$ cat src/rtl/fpu_pkg.sv
// -----------------------------------------------------------------------------
// fpu_pkg
//   Shared definitions for the FPU request dispatcher and its clients.
//   - Operation_t    : 4-bit FPU operation code
//   - disp_state_t   : dispatcher sequencing states
//   - IEEE-754 single-precision field positions and handy constants
//   - fp_is_nan      : helper to classify a single-precision bit pattern
// -----------------------------------------------------------------------------
package fpu_pkg;

  typedef enum logic [3:0] {
    ADD = 4'b0000,
    SUB = 4'b0001,
    MUL = 4'b0010,
    DIV = 4'b0011
  } Operation_t;

  typedef enum logic [1:0] {
    ST_IDLE    = 2'd0,
    ST_ISSUE   = 2'd1,
    ST_WAIT    = 2'd2,
    ST_RESPOND = 2'd3
  } disp_state_t;

  // IEEE-754 single precision layout
  localparam int FP_W        = 32;
  localparam int FP_SIGN_BIT = 31;
  localparam int FP_EXP_MSB  = 30;
  localparam int FP_EXP_LSB  = 23;
  localparam int FP_EXP_W    = 8;
  localparam int FP_MAN_W    = 23;
  localparam int FP_EXP_BIAS = 127;

  localparam logic [FP_W-1:0] FP_POS_ZERO = 32'h0000_0000;
  localparam logic [FP_W-1:0] FP_POS_ONE  = 32'h3F80_0000;
  localparam logic [FP_W-1:0] FP_QNAN     = 32'h7FC0_0000;

  // NaN: exponent all ones with a non-zero mantissa
  function automatic logic fp_is_nan(input logic [FP_W-1:0] v);
    return (&v[FP_EXP_MSB:FP_EXP_LSB]) && (|v[FP_MAN_W-1:0]);
  endfunction

endpackage

$ cat src/rtl/fpu_req_fifo.sv
// -----------------------------------------------------------------------------
// fpu_req_fifo
//   In-order request queue of DEPTH entries (DEPTH a power of two >= 2).
//   Pointers wrap naturally because the pointer width is exactly log2(DEPTH).
//   Full/empty are derived from the registered occupancy only, so a pop in the
//   same cycle never lets a push into a full queue.
// Ports
//   i_clk, i_rst_n      clock, asynchronous active-low reset
//   i_push, i_wdata     write request and entry (ignored while full)
//   i_pop               read request (ignored while empty)
//   o_rdata             current head entry
//   o_count             registered occupancy 0..DEPTH
//   o_full, o_empty     occupancy flags
// -----------------------------------------------------------------------------
module fpu_req_fifo #(
  parameter  int DEPTH = 4,
  parameter  int WIDTH = 72,
  localparam int PTR_W = $clog2(DEPTH),
  localparam int CNT_W = $clog2(DEPTH) + 1
) (
  input  logic             i_clk,
  input  logic             i_rst_n,
  input  logic             i_push,
  input  logic [WIDTH-1:0] i_wdata,
  input  logic             i_pop,
  output logic [WIDTH-1:0] o_rdata,
  output logic [CNT_W-1:0] o_count,
  output logic             o_full,
  output logic             o_empty
);

  logic [WIDTH-1:0] r_mem [DEPTH];
  logic [PTR_W-1:0] r_wr_ptr;
  logic [PTR_W-1:0] r_rd_ptr;
  logic [CNT_W-1:0] r_count;

  logic w_push;
  logic w_pop;

  assign o_full  = (r_count == CNT_W'(DEPTH));
  assign o_empty = (r_count == '0);
  assign w_push  = i_push && !o_full;
  assign w_pop   = i_pop && !o_empty;

  assign o_rdata = r_mem[r_rd_ptr];
  assign o_count = r_count;

  // Storage carries no reset; only valid entries (tracked by count) are read.
  always_ff @(posedge i_clk) begin
    if (w_push) begin
      r_mem[r_wr_ptr] <= i_wdata;
    end
  end

  always_ff @(posedge i_clk or negedge i_rst_n) begin
    if (!i_rst_n) begin
      r_wr_ptr <= '0;
      r_rd_ptr <= '0;
      r_count  <= '0;
    end else begin
      if (w_push) begin
        r_wr_ptr <= r_wr_ptr + 1'b1;
      end
      if (w_pop) begin
        r_rd_ptr <= r_rd_ptr + 1'b1;
      end
      case ({w_push, w_pop})
        2'b10:   r_count <= r_count + 1'b1;
        2'b01:   r_count <= r_count - 1'b1;
        default: r_count <= r_count;
      endcase
    end
  end

endmodule

$ cat src/rtl/fpu_dispatch.sv
// -----------------------------------------------------------------------------
// fpu_dispatch
//   Queues FPU requests and feeds them one at a time to an FPU over an
//   operand handshake, collects the result over a result handshake and
//   presents it (with the request tag and op) on a response handshake.
//   Only one operation is in flight; each op runs IDLE -> ISSUE -> WAIT ->
//   RESPOND -> IDLE.
// Ports
//   i_clk, i_rst_n                 clock, asynchronous active-low reset
//   i_req_valid / o_req_ready      request handshake
//   i_req_op/_a/_b/_tag            request payload
//   o_operation, o_data_a/_b       operands to the FPU (valid while o_input_rdy)
//   o_input_rdy / i_input_ack      operand handshake
//   i_output_rdy / o_output_ack    result handshake, i_result is the FPU result
//   o_rsp_valid / i_rsp_ready      response handshake
//   o_rsp_result/_tag/_op          response payload
//   o_count, o_busy                queue occupancy, activity flag
// -----------------------------------------------------------------------------
module fpu_dispatch
  import fpu_pkg::*;
#(
  parameter  int DEPTH = 4,
  parameter  int TAG_W = 4,
  localparam int CNT_W = $clog2(DEPTH) + 1
) (
  input  logic             i_clk,
  input  logic             i_rst_n,
  input  logic             i_req_valid,
  output logic             o_req_ready,
  input  Operation_t       i_req_op,
  input  logic [FP_W-1:0]  i_req_a,
  input  logic [FP_W-1:0]  i_req_b,
  input  logic [TAG_W-1:0] i_req_tag,
  output Operation_t       o_operation,
  output logic [FP_W-1:0]  o_data_a,
  output logic [FP_W-1:0]  o_data_b,
  output logic             o_input_rdy,
  input  logic             i_input_ack,
  input  logic             i_output_rdy,
  output logic             o_output_ack,
  input  logic [FP_W-1:0]  i_result,
  output logic             o_rsp_valid,
  input  logic             i_rsp_ready,
  output logic [FP_W-1:0]  o_rsp_result,
  output logic [TAG_W-1:0] o_rsp_tag,
  output Operation_t       o_rsp_op,
  output logic [CNT_W-1:0] o_count,
  output logic             o_busy
);

  typedef struct packed {
    Operation_t       op;
    logic [FP_W-1:0]  a;
    logic [FP_W-1:0]  b;
    logic [TAG_W-1:0] tag;
  } req_entry_t;

  localparam int ENTRY_W = $bits(req_entry_t);

  disp_state_t      r_state;
  disp_state_t      w_next;

  req_entry_t       w_wr_entry;
  logic [ENTRY_W-1:0] w_head_bits;
  req_entry_t       w_head;
  logic             w_full;
  logic             w_empty;
  logic             w_push;
  logic             w_pop;
  logic             w_capture;

  logic [FP_W-1:0]  r_rsp_result;
  logic [TAG_W-1:0] r_rsp_tag;
  Operation_t       r_rsp_op;
  logic             r_output_ack;

  // ---------------------------------------------------------------------------
  // Request queue
  // ---------------------------------------------------------------------------
  assign w_wr_entry = '{op: i_req_op, a: i_req_a, b: i_req_b, tag: i_req_tag};
  assign w_head     = req_entry_t'(w_head_bits);

  // Ready comes from the registered count only: no bypass of a full queue.
  assign o_req_ready = !w_full;
  assign w_push      = i_req_valid && o_req_ready;
  // input_ack is only meaningful while issuing.
  assign w_pop       = (r_state == ST_ISSUE) && i_input_ack;
  // output_rdy is only meaningful while waiting for the FPU.
  assign w_capture   = (r_state == ST_WAIT) && i_output_rdy;

  fpu_req_fifo #(
    .DEPTH (DEPTH),
    .WIDTH (ENTRY_W)
  ) u_req_fifo (
    .i_clk   (i_clk),
    .i_rst_n (i_rst_n),
    .i_push  (w_push),
    .i_wdata (w_wr_entry),
    .i_pop   (w_pop),
    .o_rdata (w_head_bits),
    .o_count (o_count),
    .o_full  (w_full),
    .o_empty (w_empty)
  );

  // ---------------------------------------------------------------------------
  // Sequencer: state register
  // ---------------------------------------------------------------------------
  always_ff @(posedge i_clk or negedge i_rst_n) begin
    if (!i_rst_n) begin
      r_state <= ST_IDLE;
    end else begin
      r_state <= w_next;
    end
  end

  // ---------------------------------------------------------------------------
  // Sequencer: next state
  // ---------------------------------------------------------------------------
  always_comb begin
    w_next = r_state;
    case (r_state)
      ST_IDLE:    if (!w_empty)     w_next = ST_ISSUE;
      ST_ISSUE:   if (i_input_ack)  w_next = ST_WAIT;
      ST_WAIT:    if (i_output_rdy) w_next = ST_RESPOND;
      ST_RESPOND: if (i_rsp_ready)  w_next = ST_IDLE;
      default:                      w_next = ST_IDLE;
    endcase
  end

  // ---------------------------------------------------------------------------
  // Sequencer: outputs
  // ---------------------------------------------------------------------------
  // Operands are forced to zero outside ISSUE so the FPU never sees stale or
  // unreset queue storage. While issuing, later pushes land behind the head,
  // so the driven operands stay stable.
  always_comb begin
    o_input_rdy = 1'b0;
    o_rsp_valid = 1'b0;
    o_operation = ADD;
    o_data_a    = '0;
    o_data_b    = '0;
    case (r_state)
      ST_ISSUE: begin
        o_input_rdy = 1'b1;
        o_operation = w_head.op;
        o_data_a    = w_head.a;
        o_data_b    = w_head.b;
      end
      ST_RESPOND: begin
        o_rsp_valid = 1'b1;
      end
      default: begin
        o_input_rdy = 1'b0;
      end
    endcase
  end

  assign o_busy = (r_state != ST_IDLE) || !w_empty;

  // ---------------------------------------------------------------------------
  // Response register and result acknowledge
  // ---------------------------------------------------------------------------
  // Tag/op are latched when the head leaves the queue; the result is latched
  // when the FPU presents it. output_ack is a registered one-cycle pulse.
  always_ff @(posedge i_clk or negedge i_rst_n) begin
    if (!i_rst_n) begin
      r_rsp_result <= '0;
      r_rsp_tag    <= '0;
      r_rsp_op     <= ADD;
      r_output_ack <= 1'b0;
    end else begin
      r_output_ack <= w_capture;
      if (w_pop) begin
        r_rsp_tag <= w_head.tag;
        r_rsp_op  <= w_head.op;
      end
      if (w_capture) begin
        r_rsp_result <= i_result;
      end
    end
  end

  assign o_rsp_result = r_rsp_result;
  assign o_rsp_tag    = r_rsp_tag;
  assign o_rsp_op     = r_rsp_op;
  assign o_output_ack = r_output_ack;

endmodule

$ cat config.mk
export PLATFORM = sky130hd
export DESIGN_NAME = fpu_dispatch
export DESIGN_NICKNAME = d
export VERILOG_FILES = /design/src/rtl/fpu_pkg.sv /design/src/rtl/fpu_req_fifo.sv /design/src/rtl/fpu_dispatch.sv
export SDC_FILE = /design/constraint.sdc
export NUM_CORES = 1
export LEC_CHECK = 0
export ABC_AREA = 1
export CAP_MARGIN = 20
export CORE_ASPECT_RATIO = 0.6
export CORE_UTILIZATION = 40
export DETAILED_ROUTE_END_ITERATION = 16
export SYNTH_ARGS = -nofsm -noshare
export SYNTH_HDL_FRONTEND = slang
export SYNTH_SLANG_ARGS = --single-unit
$ cat constraint.sdc
create_clock -name i_clk -period 10.36 [get_ports i_clk]
set_input_delay 1.554 -clock i_clk [delete_from_list [all_inputs] [get_ports i_clk]]
set_output_delay 1.554 -clock i_clk [all_outputs]
set_load 0.03 [all_outputs]
==> results.md, run 1 <==
- RSZ-0062 raised after global routing: false
- Top cell type by total area after synthesis: edfxtp_1
- Worst ir drop on vdd: 0.000144 V
- Post-route ant nets: 0
- Measured slew at the worst slew-check pin: approximately 1000 ps
- Clock Path Buffers: 3
- Synth Area in XOR/XNOR: less than 1%
- Die height: roughly 140 microns
- Initial antenna violation count: 3
- Hold WS: approximately 480 ps
- Critical path class: reg -> out
- Via/cell ratio: about 4.7
- Synthesis-stage register bit count: between 300 and 400
- Compound-gate portion of the synthesized area: ~5%
- Via Count: slightly below 9,000
- DP Area: ~0.016 sq mm
- Post-synthesis adder-cell area fraction: less than 1%
- Status: complete, no violations
- I/O pin cnt: between 200 and 250
- Area fraction of the dominant cell type after synthesis: about 64%
- Sum of negative setup slack: 0 ps
- Post-CTS setup buffers: 0
- Layout Nets: around 1,500
- Post-route DRC: 0
- Reg2reg start: u_req_fifo.o_count[0]
- Part of the power in registers: around two fifths
- Final core utilization: a little over 50%
- Crit-path max cell delay: roughly 800 ps
- Mux contribution to synthesized area: 0%
- Clock sink count: between 300 and 400
- Main flop type after synthesis: edfxtp_1
- Leak: between 6 and 7 nW
- Sw Ratio: 38.7%
- Critical Path Source Type: flip-flop
- Most used cell, CP: nand2_1
- Final setup vio count: 0
- Async SR Flop Fraction: 14.8%
- RD Place Congestion: roughly 0.73
- Critical Path RT: 8810 ps
- R2R setup slack: approximately 7300 ps
- CP max FO: 80
- Pins Over Slew Limit: 0
- Synth top area cells: edfxtp_1, nand2_1, dfrtp_1
- Cell count after placement: about 1,800
- Syn_nets: 1,290
- Layout cells sized above 1: around 4.5%
- Worst min-delay path category: reg -> reg
- Slowest CP cell: dfrtp_4
- Die width: approximately 240 microns
- Core area: roughly 0.033 sq mm
- Critical R2R Capture: u_req_fifo.r_mem[1][44]
- Die Area: around 0.035 sq mm
- Count of input and output buffers: between 200 and 250
- Final WL: about 30,000 microns
- Clk_skew: around 9 ps
- P per Cell Area: slightly below 300 mW/mm^2
- Comb pwr share: between 30% and 40%
- Design Area, Final: about 0.017 sq mm
- Cell breakdown of the critical path: inv_4 -> buf_4 -> nand2_1 -> nand2_1 -> nand2_1 -> a21oi_1 -> clkdlybuf4s50_1
- Starting Density: about two fifths
- H-tree levels: 1
- Post_cts resized: 0
- Gate Count Post-Synth: 1,170
- Vias in the first global route: 8,429
- Latest clock arrival within the worst-skew pair: between 500 and 600 ps
- Grt ovf: 0
- Cell Count, Final, Fillers Out: 1,846
- Yosys warnings: 0
- Area Growth Syn to Fin: 25.7%
- Global-route usage over all layers: 17.7%
- CTS tree: yes
- Worst hold path endpoint: o_rsp_result[29]
- Most common cell in the netlist: nand2_1
- EDFF count, synth: ~290
- Worst Path Arrival: 4150 ps
- Max transition margin: 31.8%
- Reg2Reg Depth: 5
- FMAX: 0.175 GHz
- Wire length per cell: 16.6 microns
- Clock power share: 21.4%
- Clk Tree Root Cell: clkbuf_16
- Number of max-cap violations: 0
- # rows: between 50 and 60
- Simple-gate share of the synthesized area: 16.7%
- TritonRoute pass-1 iters: 5
- Min cycle time layout: roughly 5700 ps
- First-pass GRT wire length: ~48,000 microns
- Iter 0 DRT Violations: approximately 570
- Clk pin slew, worst setup/hold paths: approximately 70 ps
- Post-cts hold buffer count: 0
- Number of cells on the worst hold path: 2
- CP Capture Type: output pin
- TritonCTS buffer count: 31
- Final hold violations: 0
- Largest net degree at the start of global routing: 81
- Part of the cycle the worst path needs: 55.1%
- Hpwl dp: between 15,000 and 20,000 microns
- Commonest cells in the netlist: nand2_1, edfxtp_1, nor2_1, a21oi_1, dfrtp_1
- Post-synthesis sequential area ratio: roughly 73%
- Syn avg cell area: ~12 sq um
- Pint: around 0.003 W
- Sw power: just under 0.002 W
- Largest family of logic cells by synthesized area: simple AND/OR/NAND/NOR gates
- Synth Cell Area: ~0.013 sq mm
- Worst hold start: o_rsp_result[29]
- Synth cell types: 22
==> metrics by stage <==
stage / setup WS [ps] / power (W)
3_5_place_dp: 5230 / 0.00400
4_1_cts: 4610 / 0.00508
3_3_place_gp: 5260 / 0.00397
5_1_grt: 4360 / 0.00534
2_1_floorplan: 5100 / 0.00331
6_report: 4650 / 0.00501
==> critical path: cells and delay by family (launching register included) <==
kind | cells | cell delay, ps
simple gates | 3 | 260
buf+inv | 3 | 2130
flops | 1 | 780
compound gates | 1 | 280
==> placed cells by master, fill, tap and decap left out, types with 2 or more instances in the layout <==
master | synthesis | routed
nand2_1 | 432 | 432
edfxtp_1 | 288 | 288
clkdlybuf4s50_1 | 0 | 224
nor2_1 | 139 | 135
a21oi_1 | 65 | 65
dfrtp_1 | 50 | 49
o21ai_1 | 46 | 46
clkbuf_16 | 0 | 31
inv_1 | 25 | 24
o21ai_0 | 24 | 24
nand3_1 | 17 | 17
ha_1 | 9 | 9
buf_4 | 9 | 9
clkinv_1 | 0 | 7
clkbuf_1 | 14 | 5
inv_2 | 5 | 4
nor2_4 | 0 | 4
xor2_1 | 3 | 3
clkinvlp_4 | 0 | 3
clkinv_2 | 0 | 3
inv_4 | 0 | 2
bufinv_16 | 0 | 2
==> state kept, by name, indices dropped and copies added, names as in the netlist <==
register and flops:
o_output_ack 1, o_rsp_op 4, o_rsp_result 32, o_rsp_tag 4
r_state 2, u_req_fifo.o_count 3, u_req_fifo.r_mem 288, u_req_fifo.r_rd_ptr 2
u_req_fifo.r_wr_ptr 2
==> worst max path at each step <==
| stage | from | to | cells after the start |
|---|---|---|---|
| floorplan | i_req_valid | u_req_fifo.r_mem[0][0] | 2 |
| global placement | u_req_fifo.r_rd_ptr[0] | o_data_b[30] | 7 |
| detailed placement | u_req_fifo.r_rd_ptr[0] | o_data_b[18] | 7 |
| global route | u_req_fifo.r_rd_ptr[0] | o_data_b[18] | 7 |
| finish | u_req_fifo.r_rd_ptr[0] | o_data_b[30] | 7 |
| CTS | u_req_fifo.r_rd_ptr[0] | o_data_b[18] | 7 |
==> logic make-up after synthesis <==
kind of cell | after synthesis
and+or+nand+nor | 591
DFF | 338
AOI/OAI and AO/OA | 135
buffers and inverters | 92
adders and majority gates | 10
xor gates and xnor gates | 4
==> layer usage <==
layer | wire length [microns] | up-vias | GRT usage (%)
met2 | 13700 | 211 | 28.1
met4 | 357 | 4 | 2.90
met5 | 24 | - | 0
li1 | - | 4326 | -
met3 | 1930 | 35 | 4.31
met1 | 14700 | 4140 | 25.2
==> power by group through the flow <==
stage	clock network (W)	logic (W)	registers (W)
after floorplan	0	0.00121	0.00210
after detailed placement	0	0.00200	0.00199
after CTS	0.00110	0.00201	0.00197
after global routing	0.00115	0.00219	0.00200
after global placement	0	0.00199	0.00198
final	0.00107	0.00198	0.00196
==> area by class of cell <==
cell class,instances,area (sq um)
antenna,1,2.50
clock buffer,36,795
clock inverter,16,129
fill,2917,15800
inverter,30,118
multi-input combinational,740,3120
sequential,338,9900
tap,450,563
timing repair buffer,235,2340
Power figures use the tool's default switching activity.
==> inputs of run 2 (changes only) <==
Clock period 10.36 ns to 6 ns, I/O delays scaled along.
==> run 2 against run 1 <==
Effect of this change: sequential share of layout area shrank 0.13 points; cell area grew 0.23%; highest routed layer unchanged; sequential power grew 70%; largest power group unchanged; first-iteration DRC count grew 16%.
==> results.md, run 2 (synthesized netlist as in run 1, its figures left out) <==
- Comb pwr share: between 40% and 50%
- Clock sink count: approximately 340
- Final hold violations: 0
- Via Count: 8,710
- H-tree levels: 1
- Most used cell, CP: nand2_1
- Core area: approximately 0.033 sq mm
- Wire length per cell: around 16 microns
- Critical Path RT: between 5000 and 6000 ps
- TritonCTS buffer count: 31
- Commonest non-fill, non-tap cell in the layout: nand2_1
- Post-route DRC: 0
- Die width: ~240 microns
- Layout cells sized above 1: 4.57%
- Count of input and output buffers: 225
- Critical path class: reg -> out
- Leak: about 6.5 nW
- RSZ-0062 raised after global routing: false
- Via/cell ratio: roughly 4.7
- RD Place Congestion: 0.752
- Starting Density: around two fifths
- Measured slew at the worst slew-check pin: approximately 1100 ps
- Part of the power in registers: 38.7%
- Post_cts resized: 0
- Clock Path Buffers: 3
- Multi-input logic area: between 0.003 and 0.004 sq mm
- Post-cts hold buffer count: 0
- Critical Path Source Type: flip-flop
- Grt ovf: 0
- Number of max-cap violations: 0
- Iter 0 DRT Violations: 665
- Die Area: approximately 0.035 sq mm
- Status: complete, no violations
- Sw power: roughly 0.0034 W
- Final WL: around 30,000 microns
- Slowest CP cell: clkdlybuf4s50_1
- Most frequent cells in the layout: nand2_1, edfxtp_1, clkdlybuf4s50_1, nor2_1, a21oi_1
- Max transition margin: roughly 29%
- Cell breakdown of the critical path: inv_4 -> buf_4 -> nand2_1 -> nand2_1 -> nand2_1 -> a21oi_1 -> clkdlybuf4s50_1
- FMAX: 0.224 GHz
- Max reg flops: ~290
- Final core utilization: approximately half
- Sw Ratio: between 30% and 40%
- Global-route usage over all layers: 17.5%
- CTS tree: yes
- Vias in the first global route: just over 8,000
- I/O pin cnt: about 230
- Most flop-heavy register: u_req_fifo.r_mem
- Crit-path max cell delay: between 600 and 700 ps
- Layout Nets: between 1,000 and 1,500
- Hpwl dp: approximately 18,000 microns
- Cell count after placement: between 1,500 and 2,000
- Worst min-delay path category: in -> async
- Sum of negative setup slack: 0 ps
- P per Cell Area: 508 mW/mm^2
- Min cycle time layout: 4460 ps
- Worst Path Arrival: between 3000 and 4000 ps
- Final setup vio count: 0
- TritonRoute pass-1 iters: 5
- Largest net degree at the start of global routing: 86
- Clk Tree Root Cell: clkbuf_16
- CP max FO: 82
- Cell Count, Final, Fillers Out: approximately 1,900
- First-pass GRT wire length: approximately 46,000 microns
- Post-CTS setup buffers: 0
- Post-route ant nets: 0
- Part of the cycle the worst path needs: 74.3%
- Latest clock arrival within the worst-skew pair: 560 ps
- Register area: 0.00990 sq mm
- # rows: 51
- Area Growth Syn to Fin: 26.0%
- Die height: 144 microns
- Pint: 0.00529 W
- Initial antenna violation count: 3
- Pins Over Slew Limit: 0
- Clk pin slew, worst setup/hold paths: 70 ps
- Filler cell count: 2,863
- Clock power share: 21.0%
- Clk_skew: around 12 ps
- CP Capture Type: output pin
- Worst ir drop on vdd: approximately 0.00028 V
-- run 2: cell types whose count changed in the layout (fill, tap and decap cells not counted) --
| cell | delta |
|---|---|
| inv_8 | +1 |
| clkinv_1 | +3 |
| bufinv_16 | -1 |
| buf_12 | +3 |
| clkinv_2 | +2 |
| clkbuf_1 | +1 |
| clkinvlp_4 | -3 |
| clkinvlp_2 | -1 |
-- run 2: area by class of cell --
| type | instances | share of cell area, % |
|---|---|---|
| Antenna cell | 1 | 0.0147 |
| Clock buffer | 37 | 4.69 |
| Tap cell | 450 | 3.31 |
| Multi-Input combinational cell | 740 | 18.3 |
| Sequential cell | 338 | 58.2 |
| Clock inverter | 17 | 0.610 |
| Timing Repair Buffer | 238 | 14.1 |
| Inverter | 30 | 0.691 |
-- run 2: path summary, 6_finish.rpt --
path | start | endpoint | slack (ps) | cells after the start
setup / recovery | u_req_fifo.r_rd_ptr[0] | o_data_b[2] | 1540 | 7
hold / removal | i_rst_n | o_rsp_result[0] | 450 | 2
setup reg to reg | r_state[1] | u_req_fifo.o_count[2] | 3430 | 12
hold reg to reg | o_rsp_result[27] | o_rsp_result[27] | 480 | 2
max in group asynchronous | i_rst_n | u_req_fifo.r_rd_ptr[0] | 5050 | 2
min in group i_clk | o_rsp_result[27] | o_rsp_result[27] | 480 | 2
-- run 2: power groups by stage --
stage          clock [W]  sequential, W  combinational (W)
2_1_floorplan          0        0.00363            0.00208
3_3_place_gp           0        0.00338            0.00352
3_5_place_dp           0        0.00339            0.00354
4_1_cts          0.00186        0.00334            0.00355
5_1_grt          0.00195        0.00339            0.00385
6_report         0.00181        0.00334            0.00349
-- run 2: per-layer routing --
metal | wire, microns | GRT usage, % | vias to the layer above
met5 | 13 | 0 | -
met3 | 1860 | 3.91 | 52
met2 | 13400 | 27.2 | 217
li1 | - | - | 4340
met4 | 693 | 4.28 | 2
met1 | 14400 | 25.0 | 4099
-- run 2: worst max-delay path: cells and delay by family, from the launching register on --
family                 cells  cell delay, ps
AOI/OAI and AO/OA          1             180
buffers and inverters      3            1840
DFF                        1             650
and+or+nand+nor            3             220
-- run 2: stage by stage --
step | instance area (sq um) | power, W | hold slack [ps] | setup slack, ps
6_report | 17000 | 0.00864 | 452 | 1540
4_1_cts | 17000 | 0.00875 | 465 | 1500
3_3_place_gp | 16100 | 0.00690 | 460 | 2120
2_1_floorplan | 13500 | 0.00571 | 490 | 1260
3_5_place_dp | 16100 | 0.00693 | 465 | 2110
5_1_grt | 17000 | 0.00919 | 487 | 1290
==> inputs of run 3 (changes only) <==
Clock period 6 ns to 4.4 ns, I/O delays scaled along.
==> run 3 against run 2 <==
Effect of this change: register-to-register slack got worse by 1600 ps; die area did not move; combinational power rose by 40%.
==> results.md, run 3 (synthesized netlist as in run 1, its figures left out) <==
- Status: complete, no violations
- Met3 wire len: roughly 1800 microns
- Grt ovf: 0
- Latest clock arrival within the worst-skew pair: about 570 ps
- Worst ir drop on vdd: 0.000379 V
- I/O pin cnt: 226
- Wire length per cell: between 15 and 20 microns
- Layout cells sized above 1: under 10%
- Met2 WL post-DR: between 10,000 and 15,000 microns
- Design Area, Final: roughly 0.017 sq mm
- Routed length on met1: around 15,000 microns
- Global-route usage over all layers: between 15 and 20%
- Max transition margin: between 30% and 40%
- Post-route ant nets: 0
- P per Cell Area: between 700 and 800 mW/mm^2
- Clk pin slew, worst setup/hold paths: about 70 ps
- Final WL: roughly 30,000 microns
- TritonCTS buffer count: 31
- Post_cts resized: 0
- Clk_skew: roughly 12 ps
- Worst Path Arrival: ~3200 ps
- Hpwl dp: between 15,000 and 20,000 microns
- Critical path class: reg -> out
- Part of the cycle the worst path needs: 86.9%
- RSZ-0062 raised after global routing: false
- Layout Nets: between 1,500 and 2,000
- H-tree levels: 1
- Clock Path Buffers: 3
- Count of input and output buffers: between 200 and 250
- Most frequent cells in the layout: nand2_1, edfxtp_1, clkdlybuf4s50_1, nor2_1, a21oi_1
- Clock sink count: ~340
- Post-CTS setup buffers: 0
- Max reg flops: about 290
- Clk Tree Root Cell: clkbuf_16
- Filler cell count: 2,847
- Final setup vio count: 0
- Post-cts hold buffer count: 0
- Pre-CTS setup slack: around 1100 ps
- Die height: between 100 and 150 microns
- Iter 0 DRT Violations: 647
- Pins Over Slew Limit: 0
- Register area: ~0.01 sq mm
- Number of max-cap violations: 0
- Most flop-heavy register: u_req_fifo.r_mem
- # rows: a little over 50
- Critical Path Source Type: flip-flop
- Starting Density: between 40% and 50%
- CTS tree: yes
- Largest net degree at the start of global routing: 146
- TritonRoute pass-1 iters: 5
- Die Area: roughly 0.035 sq mm
- CP Capture Type: output pin
- Final worst slack: around 580 ps
- Via Count: about 8,800
- DP Area: around 0.016 sq mm
- Final core utilization: about 53%
- Initial antenna violation count: 1
- Final hold violations: 0
- Post-route DRC: 0
- CP max FO: 40
- Vias in the first global route: around 8,200
- Measured slew at the worst slew-check pin: between 900 and 1000 ps
- Worst min-delay path category: in -> async
- Die width: between 200 and 250 microns
- Leak: around 6.6 nW
- RD Place Congestion: 0.750
- Max layer used: met5
- Critical Path RT: 3740 ps
- Core area: 0.0328 sq mm
- First-pass GRT wire length: 46,900 microns
- Min cycle time layout: around 3800 ps
- FMAX: 0.262 GHz
- Commonest non-fill, non-tap cell in the layout: nand2_1
- Antenna cells: 0
- Area Growth Syn to Fin: 27.9%
- Multi-input logic area: between 0.003 and 0.004 sq mm
- Via/cell ratio: 4.74
[run 3: final timing paths]
| check | start | to | cells after the start | slack, ps |
|---|---|---|---|---|
| min in group i_clk | o_rsp_result[4] | o_rsp_result[4] | 2 | 480 |
| worst min register to register | o_rsp_result[4] | o_rsp_result[4] | 2 | 480 |
| worst max register to register | r_state[1] | u_req_fifo.o_count[2] | 12 | 1880 |
| max in group asynchronous | i_rst_n | u_req_fifo.r_rd_ptr[0] | 2 | 3450 |
| worst min-delay path | i_rst_n | o_rsp_result[2] | 1 | 220 |
| worst max-delay path | r_state[1] | o_data_b[24] | 6 | 580 |
[run 3: where the power goes]
group | internal, W | switching [W] | total (W)
Combinational | 0.00165 | 0.00324 | 0.00489
Sequential | 0.00427 | 0.000232 | 0.00450
Clock | 0.00173 | 0.00118 | 0.00290
Total | 0.00765 | 0.00465 | 0.0123
[run 3: final cells by class]
type                    count  share of cell area (%)
flip-flops and latches    338                    57.4
multi-input cells         740                    18.1
repair buffers            242                    14.3
clock buffers              34                    4.67
well taps                 450                    3.26
clock inverters            23                    1.69
inverters                  30                   0.681
[run 3: critical path: stages (launching register included)]
cell and delay, ps:
dfrtp_1 380, inv_1 80, ha_1 230, inv_2 730, buf_4 440, a21oi_1 100, clkdlybuf4s50_1 610
[run 3: metal layers]
metal	vias to the layer above	global-route usage, %
met5	-	0
met4	2	3.34
met3	38	3.59
met2	232	27.4
met1	4185	26.0
li1	4340	-
[run 3: per-stage QoR]
step	hold slack [ps]	power (W)	cells	TNS, ps
final	217	0.0123	1857	0
after global routing	292	0.0130	1857	0
after CTS	223	0.0125	1857	0
after detailed placement	464	0.00953	1800	0
after global placement	461	0.00950	1800	0
after floorplan	364	0.00779	1170	-98950
